--- src/rtl/debounce_event.sv ---
// debounce_event: per-channel pad synchronizer, stable-time debouncer,
// registered edge pulses and sticky, maskable event flags with an IRQ.
module debounce_event #(
  parameter int WIDTH         = 2,
  parameter int ACTIVE_LOW    = 1,
  parameter int TIMEOUT       = 50000,
  parameter int TIMEOUT_WIDTH = 16,
  parameter int SYNC_STAGES   = 2,
  parameter int EVT_RISE      = 1,
  parameter int EVT_FALL      = 0
) (
  input  logic             wb_clk,
  input  logic             wb_rst,
  input  logic [WIDTH-1:0] data_in,
  output logic [WIDTH-1:0] data_out,
  output logic [WIDTH-1:0] rise_o,
  output logic [WIDTH-1:0] fall_o,
  input  logic [WIDTH-1:0] clr_i,
  input  logic [WIDTH-1:0] irq_en_i,
  output logic [WIDTH-1:0] pending_o,
  output logic             irq_o
);

  // Pad level that means "not asserted"; the synchronizer idles here.
  localparam logic [WIDTH-1:0] LP_IDLE = {WIDTH{ACTIVE_LOW != 0}};
  localparam logic [TIMEOUT_WIDTH-1:0] LP_LAST = TIMEOUT_WIDTH'(TIMEOUT - 1);
  localparam logic [WIDTH-1:0] LP_RISE_EN = {WIDTH{EVT_RISE != 0}};
  localparam logic [WIDTH-1:0] LP_FALL_EN = {WIDTH{EVT_FALL != 0}};

  logic [SYNC_STAGES-1:0][WIDTH-1:0] r_sync;
  logic [TIMEOUT_WIDTH-1:0]          r_cnt [WIDTH];
  logic [WIDTH-1:0]                  r_state;
  logic [WIDTH-1:0]                  r_rise;
  logic [WIDTH-1:0]                  r_fall;
  logic [WIDTH-1:0]                  r_pend;

  logic [WIDTH-1:0] w_s;
  logic [WIDTH-1:0] w_diff;
  logic [WIDTH-1:0] w_done;
  logic [WIDTH-1:0] w_set;
  logic [WIDTH-1:0] w_vis;

  // ---- stage: pad synchronizer (index 0 takes the raw pad) ----
  // Shift raw pads through the synchronizer chain; reset to the idle level.
  always_ff @(posedge wb_clk or posedge wb_rst) begin
    if (wb_rst) begin
      r_sync <= {SYNC_STAGES{LP_IDLE}};
    end else begin
      r_sync <= {r_sync[SYNC_STAGES-2:0], data_in};
    end
  end

  // XOR with the idle level normalizes so that 1 always means asserted.
  assign w_s    = r_sync[SYNC_STAGES-1] ^ LP_IDLE;
  assign w_diff = w_s ^ r_state;

  // ---- stage: stable-time qualification ----
  // A channel is accepted when it has differed for the full timeout window.
  always_comb begin
    w_done = '0;
    for (int i = 0; i < WIDTH; i++) begin
      w_done[i] = w_diff[i] && (r_cnt[i] == LP_LAST);
    end
  end

  // Per-channel stability counters: restart on agreement or acceptance.
  always_ff @(posedge wb_clk or posedge wb_rst) begin
    if (wb_rst) begin
      for (int i = 0; i < WIDTH; i++) r_cnt[i] <= '0;
    end else begin
      for (int i = 0; i < WIDTH; i++) begin
        if (!w_diff[i] || w_done[i]) r_cnt[i] <= '0;
        else                         r_cnt[i] <= r_cnt[i] + TIMEOUT_WIDTH'(1);
      end
    end
  end

  // ---- stage: debounced state and edge pulses ----
  // Toggle accepted channels and raise the matching one-cycle pulse.
  always_ff @(posedge wb_clk or posedge wb_rst) begin
    if (wb_rst) begin
      r_state <= '0;
      r_rise  <= '0;
      r_fall  <= '0;
    end else begin
      r_state <= r_state ^ w_done;
      r_rise  <= w_done & ~r_state;
      r_fall  <= w_done & r_state;
    end
  end

  // An event sets pending on the edge its pulse rises, and keeps clear off
  // for the whole cycle in which the pulse is visible.
  assign w_set = (w_done & ~r_state & LP_RISE_EN) | (w_done & r_state & LP_FALL_EN);
  assign w_vis = (r_rise & LP_RISE_EN) | (r_fall & LP_FALL_EN);

  // ---- stage: sticky event flags ----
  // Write-1-to-clear flags; any set term wins over a simultaneous clear.
  always_ff @(posedge wb_clk or posedge wb_rst) begin
    if (wb_rst) begin
      r_pend <= '0;
    end else begin
      r_pend <= (r_pend & ~clr_i) | w_set | w_vis;
    end
  end

  assign data_out  = r_state;
  assign rise_o    = r_rise;
  assign fall_o    = r_fall;
  assign pending_o = r_pend;
  assign irq_o     = |(r_pend & irq_en_i);

endmodule

--- config.mk ---
export PLATFORM = sky130hd
export DESIGN_NAME = debounce_event
export DESIGN_NICKNAME = d
export VERILOG_FILES = /design/src/rtl/debounce_event.sv
export SDC_FILE = /design/constraint.sdc
export NUM_CORES = 1
export LEC_CHECK = 0
export BUFFER_PORTS_ARGS = -buffer_cell sky130_fd_sc_hd__buf_2
export CORE_MARGIN = 3
export CORE_UTILIZATION = 45
export DETAILED_ROUTE_END_ITERATION = 10
export PLACE_DENSITY = 0.67
export SETUP_SLACK_MARGIN = 0.2
export SYNTH_ARGS = -nofsm -noshare
export SYNTH_HDL_FRONTEND = slang
export SYNTH_SLANG_ARGS = --single-unit
--- constraint.sdc ---
create_clock -name wb_clk -period 2.4 [get_ports wb_clk]
set_input_delay 0.24 -clock wb_clk [delete_from_list [all_inputs] [get_ports wb_clk]]
set_output_delay 0.24 -clock wb_clk [all_outputs]
set_load 0.1 [all_outputs]
==> impl_results.md <==
- Tcrit/Tclk final: 0.844
- CP top delay family: simple AND/OR/NAND/NOR gates
- Worst Tran Pin Value: 517 ps
- Critical Path RT: 2610 ps
- Number of max-cap violations: 0
- Slew headroom: 0.653
- # port buffers: 16
- Post-synth EDFFs: 0
- H-tree depth: 2
- PostCTS Resize Cnt: 0
- Placed insts: 259
- Post-route cell area: 0.00228 mm2
- Top cells by area, synth: dfrtp_1 49%, xnor2_1 12%, nor2_1 7.2%
- RSZ-0062 raised after global routing: no
- Max Clock Freq: 493 MHz
- CTS Buf Count: 5
- CP startpoint: r_cnt[23]
- Seq/Total Area, Yosys: 0.545
- Area Growth Syn to Fin: 12.2%
- Routability cong.: 0.858
- Vias: 1,364
- Cts-stage hold buffer count: 1
- Placed cell area: 0.00216 mm2
- Post-route insts no fill: 268
- Primary FF master, synth: dfrtp_1
- Leakage power figure: 0.978 nW
- Finish-stage setup viols: 0
- Antenna Cells: 0
- CTS tree: yes
- Asr flop ratio synth: 1.00
- Outcome: finished, final reports clean
- Delay of the slowest critical-path stage: 550 ps
- Post-synthesis register bit count: 44
- Setup Buffers After CTS: 0
- Cells after synthesis: 194
- DRC: 0
- Pwr Density: 599 mW/mm2
- Worst Setup Start Kind: register
- Initial DRC count: 80
- Setup_tns: 0 ps
- CP cell instances: or4b_1 > or4_4 > nor2_1 > ha_1 > nor2_1 > o21ai_0
- Final Hold Viols: 0
- Clock-pin slew on the worst setup and hold paths: 80 ps
- Commonest cells post-synth: 40 x dfrtp_1, 39 x nor2_1, 27 x xnor2_1, 12 x inv_1
- Global-route wire length before repair: 5880 um
- CTS Sinks: 44
- Fin crit period: 2030 ps
- Slew Limit Fails: 0
- Max Used Layer: met4
- Crit Path Class: register to register
- Cell mode on critical path: nor2_1
- Crit end category: register
- Met2 WL: 1440 um
- Antenna-violating nets left: 0
- Core area: 0.00417 mm2
- Syn. warnings: 0
- Number of cell rows: 23
- Worst min path class: primary input to register
- Grt ovf: 0
- Clock Tree Root: clkbuf_8
- Metal-1 WL: 1760 um
- Latest clock arrival within the worst-skew pair: 290 ps
- Chip Width: 73.2 um
- Cell taking the most area after synthesis: dfrtp_1
- Crit-path max FO: 6
- Starting density of the core: 0.486
- Clock Skew: 5.08 ps
- Metal3 WL: 137 um
- Total Routed Length: 3400 um
- Pin count of the biggest net entering global routing: 18
- Full die area: 0.00535 mm2
- HP Start: data_in[0]
- Syn avg cell area: 10.5 um2
- DR pass1 iterations: 4
- Via/cell ratio: 5.09
- Wire per inst: 12.7 um
- HPWL Detailed: 2450 um
- Total Nets Final: 231
- WP buf/inv: 0
- CP arrival: 2240 ps
- Top Ports: 17
- CP max stage cell: or4_4
- Die Span Y: 73.2 um
- Share of cells above drive strength 1: 0.147
- VDD IR max: 322 uV
- Antenna violations before repair: 0
- Library cells used by synthesis: 24
- Synthesized cell area: 0.00203 mm2
- Area share of the largest cell type after synthesis: 0.493
- RR Startpoint: r_cnt[23]
- Total track usage: 0.141
- Syn_nets: 208
- Clock Tree Buf Depth: 2
- Vias in the first global route: 1,319
- Count leader, synth: dfrtp_1
==> state kept, by name (all words and copies together) (netlist names) <==
signal	flops
r_cnt	32
r_sync	4
data_out	2
fall_o	2
pending_o	2
rise_o	2
==> per-layer routing <==
layer / global-route usage / vias to the layer above
met3: 0.0331 / 6
met1: 0.197 / 640
met4: 0.0615 / 0
met5: 0 / -
li1: - / 694
met2: 0.208 / 24
==> cell type report <==
type	instances	area, um2
Clock buffer	6	72.6
Clock inverter	2	35.0
Fill cell	370	1900
Inverter	12	45.0
Multi-Input combinational cell	135	851
Sequential cell	44	1110
Tap cell	50	62.6
Timing Repair Buffer	19	105
==> power breakdown <==
part | internal, mW | switching, mW
Combinational | 0.0174 | 0.0299
Clock | 0.309 | 0.241
Sequential | 0.755 | 0.0110
Total | 1.08 | 0.282
==> metrics by stage <==
stage                      util  setup slack [ps]  power (mW)  hold slack (ps)
after floorplan               -               340       0.813              244
after global placement    0.518               424       0.828              234
after detailed placement  0.518               365       0.829              233
after CTS                 0.546               347        1.39             24.8
after global routing      0.546               240        1.42             20.8
final                     0.546               374        1.36             38.3
==> cells by family after synthesis <==
| logic type | count (synthesis) | synth area share |
|---|---|---|
| fa+ha+maj | 6 | 0.0370 |
| xor+xnor | 32 | 0.138 |
| simple gates | 94 | 0.235 |
| buf+inv | 15 | 0.0358 |
| compound gates | 3 | 0.00925 |
| flops | 44 | 0.545 |
==> placed cells by master (no fill, tap or decap), types with 5 or more instances in the layout <==
cell	count
nor3_1	9
buf_2	16
xor2_1	5
ha_1	6
nor2_1	39
inv_1	11
dfrtp_1	40
nor4_1	7
xnor2_1	27
nand2_1	8
clkbuf_8	5
nand3_1	10
nand4_1	10
==> path summary, 6_finish.rpt <==
kind / end / slack [ps] / depth (start not counted)
worst max-delay path: pending_o[0] / 370 / 6
worst min-delay path: r_sync[0] / 40 / 1
worst max register to register: pending_o[0] / 370 / 6
worst min register to register: r_sync[2] / 360 / 0
max in group asynchronous: r_sync[1] / 1340 / 4
min in group asynchronous: pending_o[0] / 450 / 3
No activity file was read; power rests on OpenSTA's default activity.
